$ cat src/rtl/fact_requester_if.sv
// Register-bus and accelerator-handshake signals of fact_requester.
// slave: the requester's view; master: the bus host / accelerator side.
interface fact_requester_if #(
  parameter int DATA_WIDTH = 32
);
  logic                  WE;
  logic [1:0]            A;
  logic [DATA_WIDTH-1:0] WD;
  logic [DATA_WIDTH-1:0] RD;
  logic [3:0]            n_out;
  logic                  go;
  logic                  done_in;
  logic                  error_in;
  logic                  buf_oe;
  logic [DATA_WIDTH-1:0] result_in;
  logic                  busy;
  logic                  irq;

  modport slave (
    input  WE, A, WD, done_in, error_in, result_in,
    output RD, n_out, go, buf_oe, busy, irq
  );

  modport master (
    output WE, A, WD, done_in, error_in, result_in,
    input  RD, n_out, go, buf_oe, busy, irq
  );
endinterface

$ cat src/rtl/fact_requester.sv
// Register-mapped requester: issues a start to a factorial accelerator,
// waits with a timeout for completion and captures the result.
module fact_requester #(
  parameter int DATA_WIDTH = 32,
  parameter int TIMEOUT    = 255
) (
  input logic            CLK,
  input logic            RST,
  fact_requester_if.slave bus
);

  typedef enum logic [1:0] {S_IDLE, S_ISSUE, S_WAIT, S_READ} state_t;

  localparam logic [7:0] CNT_LAST = 8'(TIMEOUT - 1);

  state_t                state_q, state_d;
  logic [3:0]            n_q, n_d;
  logic [DATA_WIDTH-1:0] result_q, result_d;
  logic [7:0]            cnt_q, cnt_d;
  logic                  done_flag_q, done_flag_d;
  logic                  err_flag_q, err_flag_d;
  logic                  to_flag_q, to_flag_d;
  logic                  irq_en_q, irq_en_d;
  logic                  wr_ctrl;
  logic                  unused_wd;

  assign unused_wd = ^bus.WD[DATA_WIDTH-1:4];

  always_ff @(posedge CLK or posedge RST) begin
    if (RST) begin
      state_q     <= S_IDLE;
      n_q         <= '0;
      result_q    <= '0;
      cnt_q       <= '0;
      done_flag_q <= 1'b0;
      err_flag_q  <= 1'b0;
      to_flag_q   <= 1'b0;
      irq_en_q    <= 1'b0;
    end else begin
      state_q     <= state_d;
      n_q         <= n_d;
      result_q    <= result_d;
      cnt_q       <= cnt_d;
      done_flag_q <= done_flag_d;
      err_flag_q  <= err_flag_d;
      to_flag_q   <= to_flag_d;
      irq_en_q    <= irq_en_d;
    end
  end

  always_comb begin
    state_d     = state_q;
    n_d         = n_q;
    result_d    = result_q;
    cnt_d       = cnt_q;
    done_flag_d = done_flag_q;
    err_flag_d  = err_flag_q;
    to_flag_d   = to_flag_q;
    irq_en_d    = irq_en_q;
    wr_ctrl     = bus.WE && (bus.A == 2'd1);

    if (bus.WE && (bus.A == 2'd0) && (state_q == S_IDLE)) n_d = bus.WD[3:0];

    // Bus clear is applied first so a completion in the same cycle still sets its flag.
    if (wr_ctrl) begin
      irq_en_d = bus.WD[2];
      if (bus.WD[1]) begin
        done_flag_d = 1'b0;
        err_flag_d  = 1'b0;
        to_flag_d   = 1'b0;
      end
    end

    case (state_q)
      S_IDLE: begin
        if (wr_ctrl && bus.WD[0]) begin
          state_d     = S_ISSUE;
          done_flag_d = 1'b0;
          err_flag_d  = 1'b0;
          to_flag_d   = 1'b0;
        end
      end
      S_ISSUE: begin
        state_d = S_WAIT;
        cnt_d   = '0;
      end
      S_WAIT: begin
        if (bus.done_in) begin
          if (bus.error_in) begin
            err_flag_d  = 1'b1;
            done_flag_d = 1'b1;
            result_d    = '0;
            state_d     = S_IDLE;
          end else begin
            state_d = S_READ;
          end
        end else if (cnt_q == CNT_LAST) begin
          to_flag_d = 1'b1;
          state_d   = S_IDLE;
        end else begin
          cnt_d = cnt_q + 8'd1;
        end
      end
      S_READ: begin
        result_d    = bus.result_in;
        done_flag_d = 1'b1;
        state_d     = S_IDLE;
      end
      default: state_d = S_IDLE;
    endcase
  end

  assign bus.go     = (state_q == S_ISSUE);
  assign bus.buf_oe = (state_q == S_READ);
  assign bus.busy   = (state_q != S_IDLE);
  assign bus.n_out  = n_q;
  assign bus.irq    = (done_flag_q || err_flag_q || to_flag_q) && irq_en_q;

  always_comb begin
    bus.RD = '0;
    case (bus.A)
      2'd0: bus.RD[3:0] = n_q;
      2'd1: bus.RD[2]   = irq_en_q;
      2'd2: bus.RD[3:0] = {to_flag_q, err_flag_q, done_flag_q, (state_q != S_IDLE)};
      default: bus.RD = result_q;
    endcase
  end

endmodule

$ cat src/flat_wrapper.sv
// flat-port wrapper written by rule: the top's interface ports become plain ports
module fact_requester_flat 
#(
  parameter int DATA_WIDTH = 32,
  parameter int TIMEOUT    = 255
)
  (CLK, RST, bus_WE, bus_A, bus_WD, bus_done_in, bus_error_in, bus_result_in, bus_RD, bus_n_out, bus_go, bus_buf_oe, bus_busy, bus_irq);
  fact_requester_if #(.DATA_WIDTH(DATA_WIDTH)) bus_i ();
  input logic CLK;
  input logic RST;
  input wire logic [$bits(bus_i.WE)-1:0] bus_WE;
  input wire logic [$bits(bus_i.A)-1:0] bus_A;
  input wire logic [$bits(bus_i.WD)-1:0] bus_WD;
  input wire logic [$bits(bus_i.done_in)-1:0] bus_done_in;
  input wire logic [$bits(bus_i.error_in)-1:0] bus_error_in;
  input wire logic [$bits(bus_i.result_in)-1:0] bus_result_in;
  output wire logic [$bits(bus_i.RD)-1:0] bus_RD;
  output wire logic [$bits(bus_i.n_out)-1:0] bus_n_out;
  output wire logic [$bits(bus_i.go)-1:0] bus_go;
  output wire logic [$bits(bus_i.buf_oe)-1:0] bus_buf_oe;
  output wire logic [$bits(bus_i.busy)-1:0] bus_busy;
  output wire logic [$bits(bus_i.irq)-1:0] bus_irq;
  assign bus_i.WE = bus_WE;
  assign bus_i.A = bus_A;
  assign bus_i.WD = bus_WD;
  assign bus_i.done_in = bus_done_in;
  assign bus_i.error_in = bus_error_in;
  assign bus_i.result_in = bus_result_in;
  assign bus_RD = bus_i.RD;
  assign bus_n_out = bus_i.n_out;
  assign bus_go = bus_i.go;
  assign bus_buf_oe = bus_i.buf_oe;
  assign bus_busy = bus_i.busy;
  assign bus_irq = bus_i.irq;
  fact_requester #(.DATA_WIDTH(DATA_WIDTH), .TIMEOUT(TIMEOUT)) u_core (.CLK(CLK), .RST(RST), .bus(bus_i));
endmodule
$ cat config.mk
export PLATFORM = sky130hd
export DESIGN_NAME = fact_requester_flat
export DESIGN_NICKNAME = d
export VERILOG_FILES = /design/src/rtl/fact_requester_if.sv /design/src/rtl/fact_requester.sv /design/src/flat_wrapper.sv
export SDC_FILE = /design/constraint.sdc
export NUM_CORES = 1
export LEC_CHECK = 0
export CORE_ASPECT_RATIO = 2
export CORE_MARGIN = 3
export CORE_UTILIZATION = 37
export CTS_CLUSTER_DIAMETER = 120
export DETAILED_ROUTE_END_ITERATION = 7
export MAX_ROUTING_LAYER = met4
export PLACE_DENSITY = 0.74
export SLEW_MARGIN = 10
export SYNTH_ARGS = -nofsm -noshare
export SYNTH_HDL_FRONTEND = slang
export SYNTH_SLANG_ARGS = --single-unit
$ cat constraint.sdc
create_clock -name CLK -period 1.5 [get_ports CLK]
set_clock_uncertainty 0.1 [all_clocks]
set_input_delay 0.3 -clock CLK [delete_from_list [all_inputs] [get_ports CLK]]
set_output_delay 0.3 -clock CLK [all_outputs]
set_load 0.02 [all_outputs]
## After elaboration in Yosys (flattened, before gate mapping)

Cells that the tools add are included.

| storage, ports and cells | value |
|---|---|
| register bits | 50 |

| operators by class | value |
|---|---|
| reductions and logical operators | 16 |
| add/subtract/negate cells | 1 |
| muxes and demuxes | 33 |
| eq/ne operators | 12 |

Operator list:

| operator | number |
|---|---|
| $mux W32 | 2 |
| $pmux W32 S2 | 1 |
| $mux W28 | 1 |
| $mux W8 | 2 |
| $pmux W8 S2 | 1 |
| $mux W1 | 15 |
| $ne A2 B2 Y1 const B | 5 |
| $pmux W1 S3 | 3 |
| $add A8 B1 Y8 const B | 1 |
| $eq A8 B8 Y1 const B | 1 |
| $mux W2 | 4 |
| $pmux W2 S4 | 1 |
| $eq A2 B2 Y1 const B | 3 |
| $pmux W2 S3 | 1 |
| $reduce_and A3 Y1 | 2 |
| $reduce_bool A2 Y1 | 3 |
| $logic_and A1 B1 Y1 | 5 |
| $eq A2 B1 Y1 const B | 2 |
| $logic_not A2 Y1 | 2 |
| $pmux W1 S2 | 2 |
| $ne A3 B2 Y1 const B | 1 |
| $reduce_or A3 Y1 | 1 |
| $logic_or A1 B1 Y1 | 2 |
| $reduce_and A2 Y1 | 1 |

## Logic depth before layout (Yosys ltp)

Gate-level depths: netlist of the first run.

| depth | value |
|---|---|
| depth in word-level cells | 6 |
| gate-level depth with buffers | 6 |
| depth with buffers taken out | 5 |

## Worst setup path after synthesis of the first run

No wires, ideal clock.

| timing | value |
|---|---|
| kind | input to output |
| from | input port bus_A[0] |
| to | output port bus_RD[2] |
| path buffers | 2 |
| arrival | 1.076 ns |
| path slack | 0.024 ns |
| stages | 3 |
| required time | 1.100 ns |
| cell sequence | buf_2 > clkbuf_1 > mux4_2 |

| on the way | value |
|---|---|
| cells in the longest elaborated chain, start to end | 2 |
| elaborated cells on any way between the ends | 4 |
| those cells by class | eq/ne (2); mux (1); reduce/logical (1) |

Ends and longest elaborated chain:

| what | RTL line | text |
|---|---|---|
| from (decl) | flat_wrapper.sv:12 | `input wire logic [$bits(bus_i.A)-1:0] bus_A;` |
| $eq A2 B2 Y1, or another cell as far along | fact_requester.sv:121 | `case (bus.A)` |
| $pmux W1 S3 * | fact_requester.sv:121 |  |
| to (decl) | flat_wrapper.sv:17 | `output wire logic [$bits(bus_i.RD)-1:0] bus_RD;` |

Every way passes the cells marked *; elsewhere a longest branch is shown, timed or not.

## Worst setup path after layout of the first run

| timing | value |
|---|---|
| from | register u_core.result_q[2] |
| to | output port bus_RD[2] |

| on the way | value |
|---|---|
| cells in the longest elaborated chain, start to end | 1 |

Ends and longest elaborated chain:

| what | RTL line | text |
|---|---|---|
| from (decl) | fact_requester.sv:18 | `logic [DATA_WIDTH-1:0] result_q, result_d;` |
| from (signal assigned) | fact_requester.sv:42 | `result_q <= result_d;` |
| $pmux W1 S3 | fact_requester.sv:121 |  |

No other way between the ends.

==> results of run 1 <==
[through the flow]
step                setup TNS (ns)  total power, mW  util, %  area [um^2]
floorplan                        0             2.85        -         2370
global placement            -39.51             3.77     57.3         3500
detailed placement          -40.08             3.82     57.3         3500
CTS                         -0.931             5.19     61.4         3750
global route                 -1.83             5.68     65.5         4000
finish                      -0.977             5.41     65.5         4000
[final timing paths]
check                                               start                              end  slack [ns]  depth (start not counted)
setup / recovery           u_core.result_q[2]$_DFFE_PP0P_                        bus_RD[2]       -0.23                          2
hold / removal                                        RST      u_core.cnt_q[1]$_DFFE_PP0P_        0.32                          3
setup reg to reg              u_core.cnt_q[0]$_DFFE_PP0P_    u_core.state_q[1]$_DFFE_PP0P_       -0.04                          5
hold reg to reg            u_core.result_q[7]$_DFFE_PP0P_   u_core.result_q[7]$_DFFE_PP0P_        0.39                          1
max in group asynchronous                             RST  u_core.result_q[20]$_DFFE_PP0P_        0.74                          3
min in group CLK           u_core.result_q[7]$_DFFE_PP0P_   u_core.result_q[7]$_DFFE_PP0P_        0.39                          1
[cells in the final DEF, fill, tap and decap left out, types with 3 or more instances in the layout]
cell type / instances
a22o_1: 35
and3_1: 19
and3_4: 11
buf_12: 3
buf_2: 12
buf_4: 29
buf_6: 35
clkbuf_16: 6
clkdlybuf4s15_2: 3
clkdlybuf4s50_1: 39
dfrtp_1: 49
inv_1: 3
inv_2: 3
mux2_2: 6
mux2i_1: 3
nand2_1: 10
nand3b_1: 3
nand4_1: 3
o21ai_0: 3
[layout make-up]
type,instances,area (um^2)
fill,485,2110
timing repair buffer,128,1280
tap,84,105
clock buffer,5,125
multi-input combinational,134,1180
clock inverter,3,25.0
inverter,7,30.0
sequential,50,1250
[registers in the layout, summed over array words and instances (netlist names)]
register	count
u_core.bus.n_out	4
u_core.err_flag_q	1
u_core.cnt_q	8
u_core.irq_en_q	1
u_core.to_flag_q	1
u_core.done_flag_q	1
u_core.result_q	32
u_core.state_q	2
[critical path, delay by kind of cell (launching register included)]
kind                   cells  cell delay [ns]
multiplexers               1             0.48
flip-flops                 1             0.40
buffers and inverters      1             0.15
[cell families (layout without fill, tap and decap cells)]
| kind of cell | count (synthesis) | in the layout | share of synthesized area (%) |
|---|---|---|---|
| AOI/OAI and AO/OA | 55 | 55 | 18.5 |
| DFF | 50 | 50 | 52.8 |
| buffers and inverters | 24 | 143 | 4.49 |
| adders and majority gates | 2 | 2 | 1.06 |
| muxes | 10 | 10 | 5.07 |
| and+or+nand+nor | 67 | 67 | 18.1 |
[power groups by stage]
| stage | registers (mW) | logic, mW | clock network, mW |
|---|---|---|---|
| final | 1.96 | 2.28 | 1.17 |
| after global routing | 2.00 | 2.43 | 1.24 |
| after CTS | 1.93 | 2.06 | 1.19 |
| after detailed placement | 1.93 | 1.88 | 0 |
| after global placement | 1.93 | 1.85 | 0 |
| after floorplan | 1.97 | 0.888 | 0 |
[metal layers]
metal	up-vias	routed length (um)	global-route usage (%)	part of all wire (%)
met1	1142	2950	24.9	38
li1	1020	-	-	-
met5	-	0	-	0
met3	9	345	3.96	4.4
met2	84	4440	38.1	57
met4	0	101	6.64	1.3
[what timing repair did]
| item | 4_1_cts | 5_1_grt |
|---|---|---|
| setup endpoints to repair | 53 | 77 |
| resized for setup | 216 | 54 |
| cloned | 3 | 1 |
| setup buffers | 7 | 3 |
| pin swaps | 8 | 4 |
==> summary.md, run 1 <==
| Metric | Value |
|---|---|
| # diodes | `0` |
| Pwr/cell area | `~1400 nW/um^2` |
| Syn_nets | `281` |
| Final setup fails | `12` |
| Max-slew violations | `0` |
| Async SR Flop Fraction | `100%` |
| Most used DFF post-synth | `dfrtp_1` |
| Mapped Cells | `208` |
| Worst min path class | `input port to asynchronous set/reset pin` |
| Syn Area/Cell | `between 10 and 15 um^2` |
| Net Sw Frac | `33.3%` |
| Required time worst endpoint | `1.10 ns` |
| CTS root buffer | `clkbuf_16` |
| Clk_lat worst skew | `0.29 ns` |
| CP peak stage delay | `0.48 ns` |
| Final hold violation count | `0` |
| Post-synth EDFFs | `0` |
| Crit end category | `primary output` |
| Internal cell power | `3.61 mW` |
| Synth cell count leaders | `dfrtp_1, a22o_1, and3_1, buf_2, nand2_1` |
| CTS hold repair buffers | `0` |
| Initial Util | `38.8%` |
| Count of different cell masters after synthesis | `37` |
| Layout cell share with drive strength beyond 1 | `a little over two fifths` |
| Slew headroom | `75.7%` |
| Global route overflow | `0` |
| Sequential area share after synthesis | `52.8%` |
| P_sw | `between 1.5 and 2 mW` |
| Comb pwr share | `a little over two fifths` |
| Reg clk slew, reported paths | `0.07 ns` |
| WHS | `0.318 ns` |
| Gpl congestion | `just over 0.9` |
| CTS Buf Count | `5` |
| Via count | `2,255` |
| CTS tree | `done` |
| Final Critical Period | `1.73 ns` |
| DRC viols | `0` |
| FP Rows | `40` |
| P_leak | `1.94 nW` |
| Critical path class | `register to primary output` |
| Final net count | `399` |
| Cells after DPL | `390` |
| Maximum VDD drop | `0.00101 V` |
| First DRT Iteration DRCs | `about 100` |
| PortBufs | `82` |
| Violations in the final reports | `setup timing` |
| Slowest cell on the critical path | `mux4_2` |
| Final antenna-violating net count | `0` |
| Fin cells | `411` |
| CP Max Fanout | `2` |
| Max_cap viols | `0` |
| Drt wl/cell | `19.1 um` |
| Synth top area share | `52.8%` |
| Number of vias per cell | `5.49` |
| Die ar. | `7460 um^2` |
| Tcrit/Tclk final | `115%` |
| Seq pwr share | `36.3%` |
| Total track usage | `21.7%` |
| Core area | `6110 um^2` |
| IO Pins | `around 110` |
| Clock share of power | `21.6%` |
| Drt first pass iters | `4` |
| Post-synth top area cell | `dfrtp_1` |
| Critical path, cell by cell | `mux4_2, buf_6` |
| HPWL Detailed | `4.87 mm` |
| Most common cell in the netlist | `dfrtp_1` |
| Critical path arrival | `1.33 ns` |
| Critical Path Source Type | `register` |
| Post-Place Setup Slack | `-0.914 ns` |
| P&R area growth vs syn | `68.7%` |
| RSZ-0062 raised after global routing | `yes` |
| Maximum clock path buffer count | `2` |
| WL final | `7.84 mm` |
| Top cells by area, synth | `dfrtp_1, a22o_1, and3_1, mux2_2, buf_2` |
| Status | `complete, but fails checks` |
| First-pass GRT wire length | `between 10 and 15 mm` |
| Largest net degree at the start of global routing | `51` |
| Vias in the first global route | `2,308` |
| Die height | `roughly 120 um` |
| Synth warnings | `0` |
| H-Tree Depth | `2` |
| Die X | `between 60 and 70 um` |
| Clk sink count | `50` |
| Register bit total from synthesis | `50` |
| Initial antenna violation count | `0` |
| Least-Margin Pin Slew | `between 0.3 and 0.4 ns` |
| Setup ws final | `-0.229 ns` |
| Fmax | `0.578 GHz` |
| Cell Area, Synth | `between 2000 and 2500 um^2` |
Power figures use the tool's default switching activity.
==> inputs of run 2 (changes only) <==
--- a/config.mk
+++ b/config.mk
@@ -12,7 +12,6 @@
 export DETAILED_ROUTE_END_ITERATION = 7
 export MAX_ROUTING_LAYER = met4
 export PLACE_DENSITY = 0.74
-export SLEW_MARGIN = 10
 export SYNTH_ARGS = -nofsm -noshare
 export SYNTH_HDL_FRONTEND = slang
 export SYNTH_SLANG_ARGS = --single-unit
==> results of run 2 <==
No change in the layout: final DEF, timing and power equal those of run 1.
==> inputs of run 3 (changes only) <==
--- a/config.mk
+++ b/config.mk
@@ -10,7 +10,6 @@
 export CORE_UTILIZATION = 37
 export CTS_CLUSTER_DIAMETER = 120
 export DETAILED_ROUTE_END_ITERATION = 7
-export MAX_ROUTING_LAYER = met4
 export PLACE_DENSITY = 0.74
 export SYNTH_ARGS = -nofsm -noshare
 export SYNTH_HDL_FRONTEND = slang
==> summary.md, run 3 (synthesis results as in run 1) <==
| Metric | Value |
|---|---|
| Status | `complete, but fails checks` |
| Violations in the final reports | `setup timing` |
| Drt wl/cell | `18.5 um (-2.9%)` |
| Die X | `62.6 um (unchanged)` |
| CTS tree | `done` |
| Reg clk slew, reported paths | `0.07 ns (about the same)` |
| Slew headroom | `75.6% (-0.093 points)` |
| Critical path arrival | `1.33 ns (about the same)` |
| Maximum VDD drop | `0.000811 V (-20%)` |
| CTS Buf Count | `5 (unchanged)` |
| Number of vias per cell | `5.36 (-2.3%)` |
| Worst r2r src | `u_core.state_q[0]$_DFFE_PP0P_` |
| Initial antenna violation count | `0 (unchanged)` |
| Cells after DPL | `390 (unchanged)` |
| Total power | `5.24 mW (-3.2%)` |
| Setup TNS Final | `-1.05 ns (-0.0745 ns)` |
| Critical path, cell by cell | `mux4_2, buf_6` |
| P_leak | `1.94 nW (-0.11%)` |
| Final hold violation count | `0 (unchanged)` |
| CTS hold repair buffers | `0 (unchanged)` |
| Via count | `2,213 (-1.9%)` |
| Clk_lat worst skew | `0.29 ns (about the same)` |
| Fmax | `0.578 GHz (about the same)` |
| Tcrit/Tclk final | `115% (about the same)` |
| First-pass GRT wire length | `11.9 mm (-2.8%)` |
| H-Tree Depth | `2 (unchanged)` |
| FP Rows | `40 (unchanged)` |
| Vias in the first global route | `2,382 (+3.2%)` |
| DRC viols | `0 (unchanged)` |
| Drt first pass iters | `4 (unchanged)` |
| Worst min path class | `input port to asynchronous set/reset pin` |
| Final setup fails | `13 (+1)` |
| Max reg flops | `32 (unchanged)` |
| Clk sink count | `50 (unchanged)` |
| Gpl congestion | `0.915 (-0.25%)` |
| Pwr/cell area | `1300 nW/um^2 (-3.6%)` |
| Largest net degree at the start of global routing | `51 (unchanged)` |
| Least-Margin Pin Slew | `0.367 ns (+0.00139 ns)` |
| # diodes | `0 (unchanged)` |
| Crit end category | `primary output` |
| Max-slew violations | `0 (unchanged)` |
| Maximum clock path buffer count | `2 (unchanged)` |
| P&R area growth vs syn | `69.4%` |
| Max_cap viols | `0 (unchanged)` |
| Core area | `6110 um^2 (unchanged)` |
| Die ar. | `7460 um^2 (unchanged)` |
| Slowest cell on the critical path | `mux4_2` |
| Cell family with most CP delay | `multiplexers` |
| CP Buf/Inv Count | `1 (unchanged)` |
| Post-Place Setup Slack | `-0.909 ns (+0.00530 ns)` |
| Die height | `119 um (unchanged)` |
| Setup ws final | `-0.230 ns (-0.000364 ns)` |
| Critical Path Start | `u_core.result_q[2]$_DFFE_PP0P_` |
| Total track usage | `20.3% (-1.4 points)` |
| Fin cells | `413 (+0.49%)` |
| Initial Util | `38.8% (unchanged)` |
| Final net count | `402 (+0.75%)` |
| WL final | `7.65 mm (-2.4%)` |
| First DRT Iteration DRCs | `80 (-23%)` |
| Layout cell share with drive strength beyond 1 | `43.8% (+0.96 points)` |
| Commonest non-fill, non-tap cells in the layout | `dfrtp_1, clkdlybuf4s50_1, a22o_1` |
| IO Pins | `111 (unchanged)` |
| CP Max Fanout | `2 (unchanged)` |
| Final antenna-violating net count | `0 (unchanged)` |
| CP peak stage delay | `0.49 ns (about the same)` |
| Critical Path Source Type | `register` |
| Commonest non-fill, non-tap cell in the layout | `dfrtp_1` |
| PortBufs | `82 (unchanged)` |
| RSZ-0062 raised after global routing | `yes` |
| Critical path class | `register to primary output` |
| Final Critical Period | `1.73 ns (+0.000364 ns)` |
| Largest reg by FF count | `u_core.result_q` |
| HPWL Detailed | `4.90 mm (+0.68%)` |
| Fillers | `487 (+0.41%)` |
| Required time worst endpoint | `1.10 ns (about the same)` |
| CTS root buffer | `clkbuf_16` |
| Global route overflow | `0 (unchanged)` |
run 3: cell types whose count changed in the layout (fill, tap and decap cells not counted), moves of 2 or more:
cell             previous run  this run
nor2_2                      0         2
and3_1                     19        16
nor2_4                      2         0
clkbuf_2                    1         3
and3_4                     11        14
buf_4                      29        33
clkdlybuf4s15_2             3         0
run 3: final cells by class:
class / instances / area [um^2] / share of cell area [%]
well taps: 84 / 105 / 2.62
multi-input cells: 134 / 1190 / 29.7
flip-flops and latches: 50 / 1250 / 31.2
clock inverters: 2 / 15.0 / 0.374
repair buffers: 131 / 1290 / 32.2
clock buffers: 5 / 125 / 3.12
inverters: 7 / 32.5 / 0.811
run 3: per-stage QoR:
| step | util, % | hold slack (ns) | area [um^2] |
|---|---|---|---|
| final | 65.7 | 0.349 | 4010 |
| after detailed placement | 57.3 | 0.375 | 3500 |
| after global placement | 57.3 | 0.376 | 3500 |
| after floorplan | - | 0.242 | 2370 |
| after CTS | 63.0 | 0.370 | 3850 |
| after global routing | 65.7 | 0.388 | 4010 |
run 3: path summary, 6_finish.rpt:
kind | slack [ns] | endpoint | cells past startpoint
max | -0.23 | bus_RD[2] | 2
min | 0.35 | u_core.cnt_q[1]$_DFFE_PP0P_ | 3
max reg2reg | -0.09 | u_core.cnt_q[7]$_DFFE_PP0P_ | 5
min reg2reg | 0.40 | u_core.result_q[19]$_DFFE_PP0P_ | 1
max in group asynchronous | 0.72 | u_core.result_q[19]$_DFFE_PP0P_ | 3
min in group CLK | 0.40 | u_core.result_q[19]$_DFFE_PP0P_ | 1
run 3: where the power goes:
part / leakage, nW / switching (mW) / internal, mW
Combinational: 1.21 / 0.967 / 1.22
Sequential: 0.664 / 0.254 / 1.70
Clock: 0.0619 / 0.494 / 0.609
run 3: tightest hold or removal path, cell delays in order:
cell and delay [ns]:
clkdlybuf4s50_1 0.45, clkinvlp_4 0.10, buf_12 0.26
run 3: routing by layer:
layer	routed length [um]	vias to the layer above	share of wire [%]	GRT usage, %
li1	-	1025	-	-
met5	0	-	0	0
met1	2850	1103	37	22.6
met3	355	12	4.6	3.30
met2	4300	73	56	38.6
met4	141	0	1.8	6.09
run 3: timing repair:
item,CTS,global route
pin swaps,9,7
buffers inserted,8,4
setup endpoints to repair,87,57
cloned,4,0
resized for setup,228,49
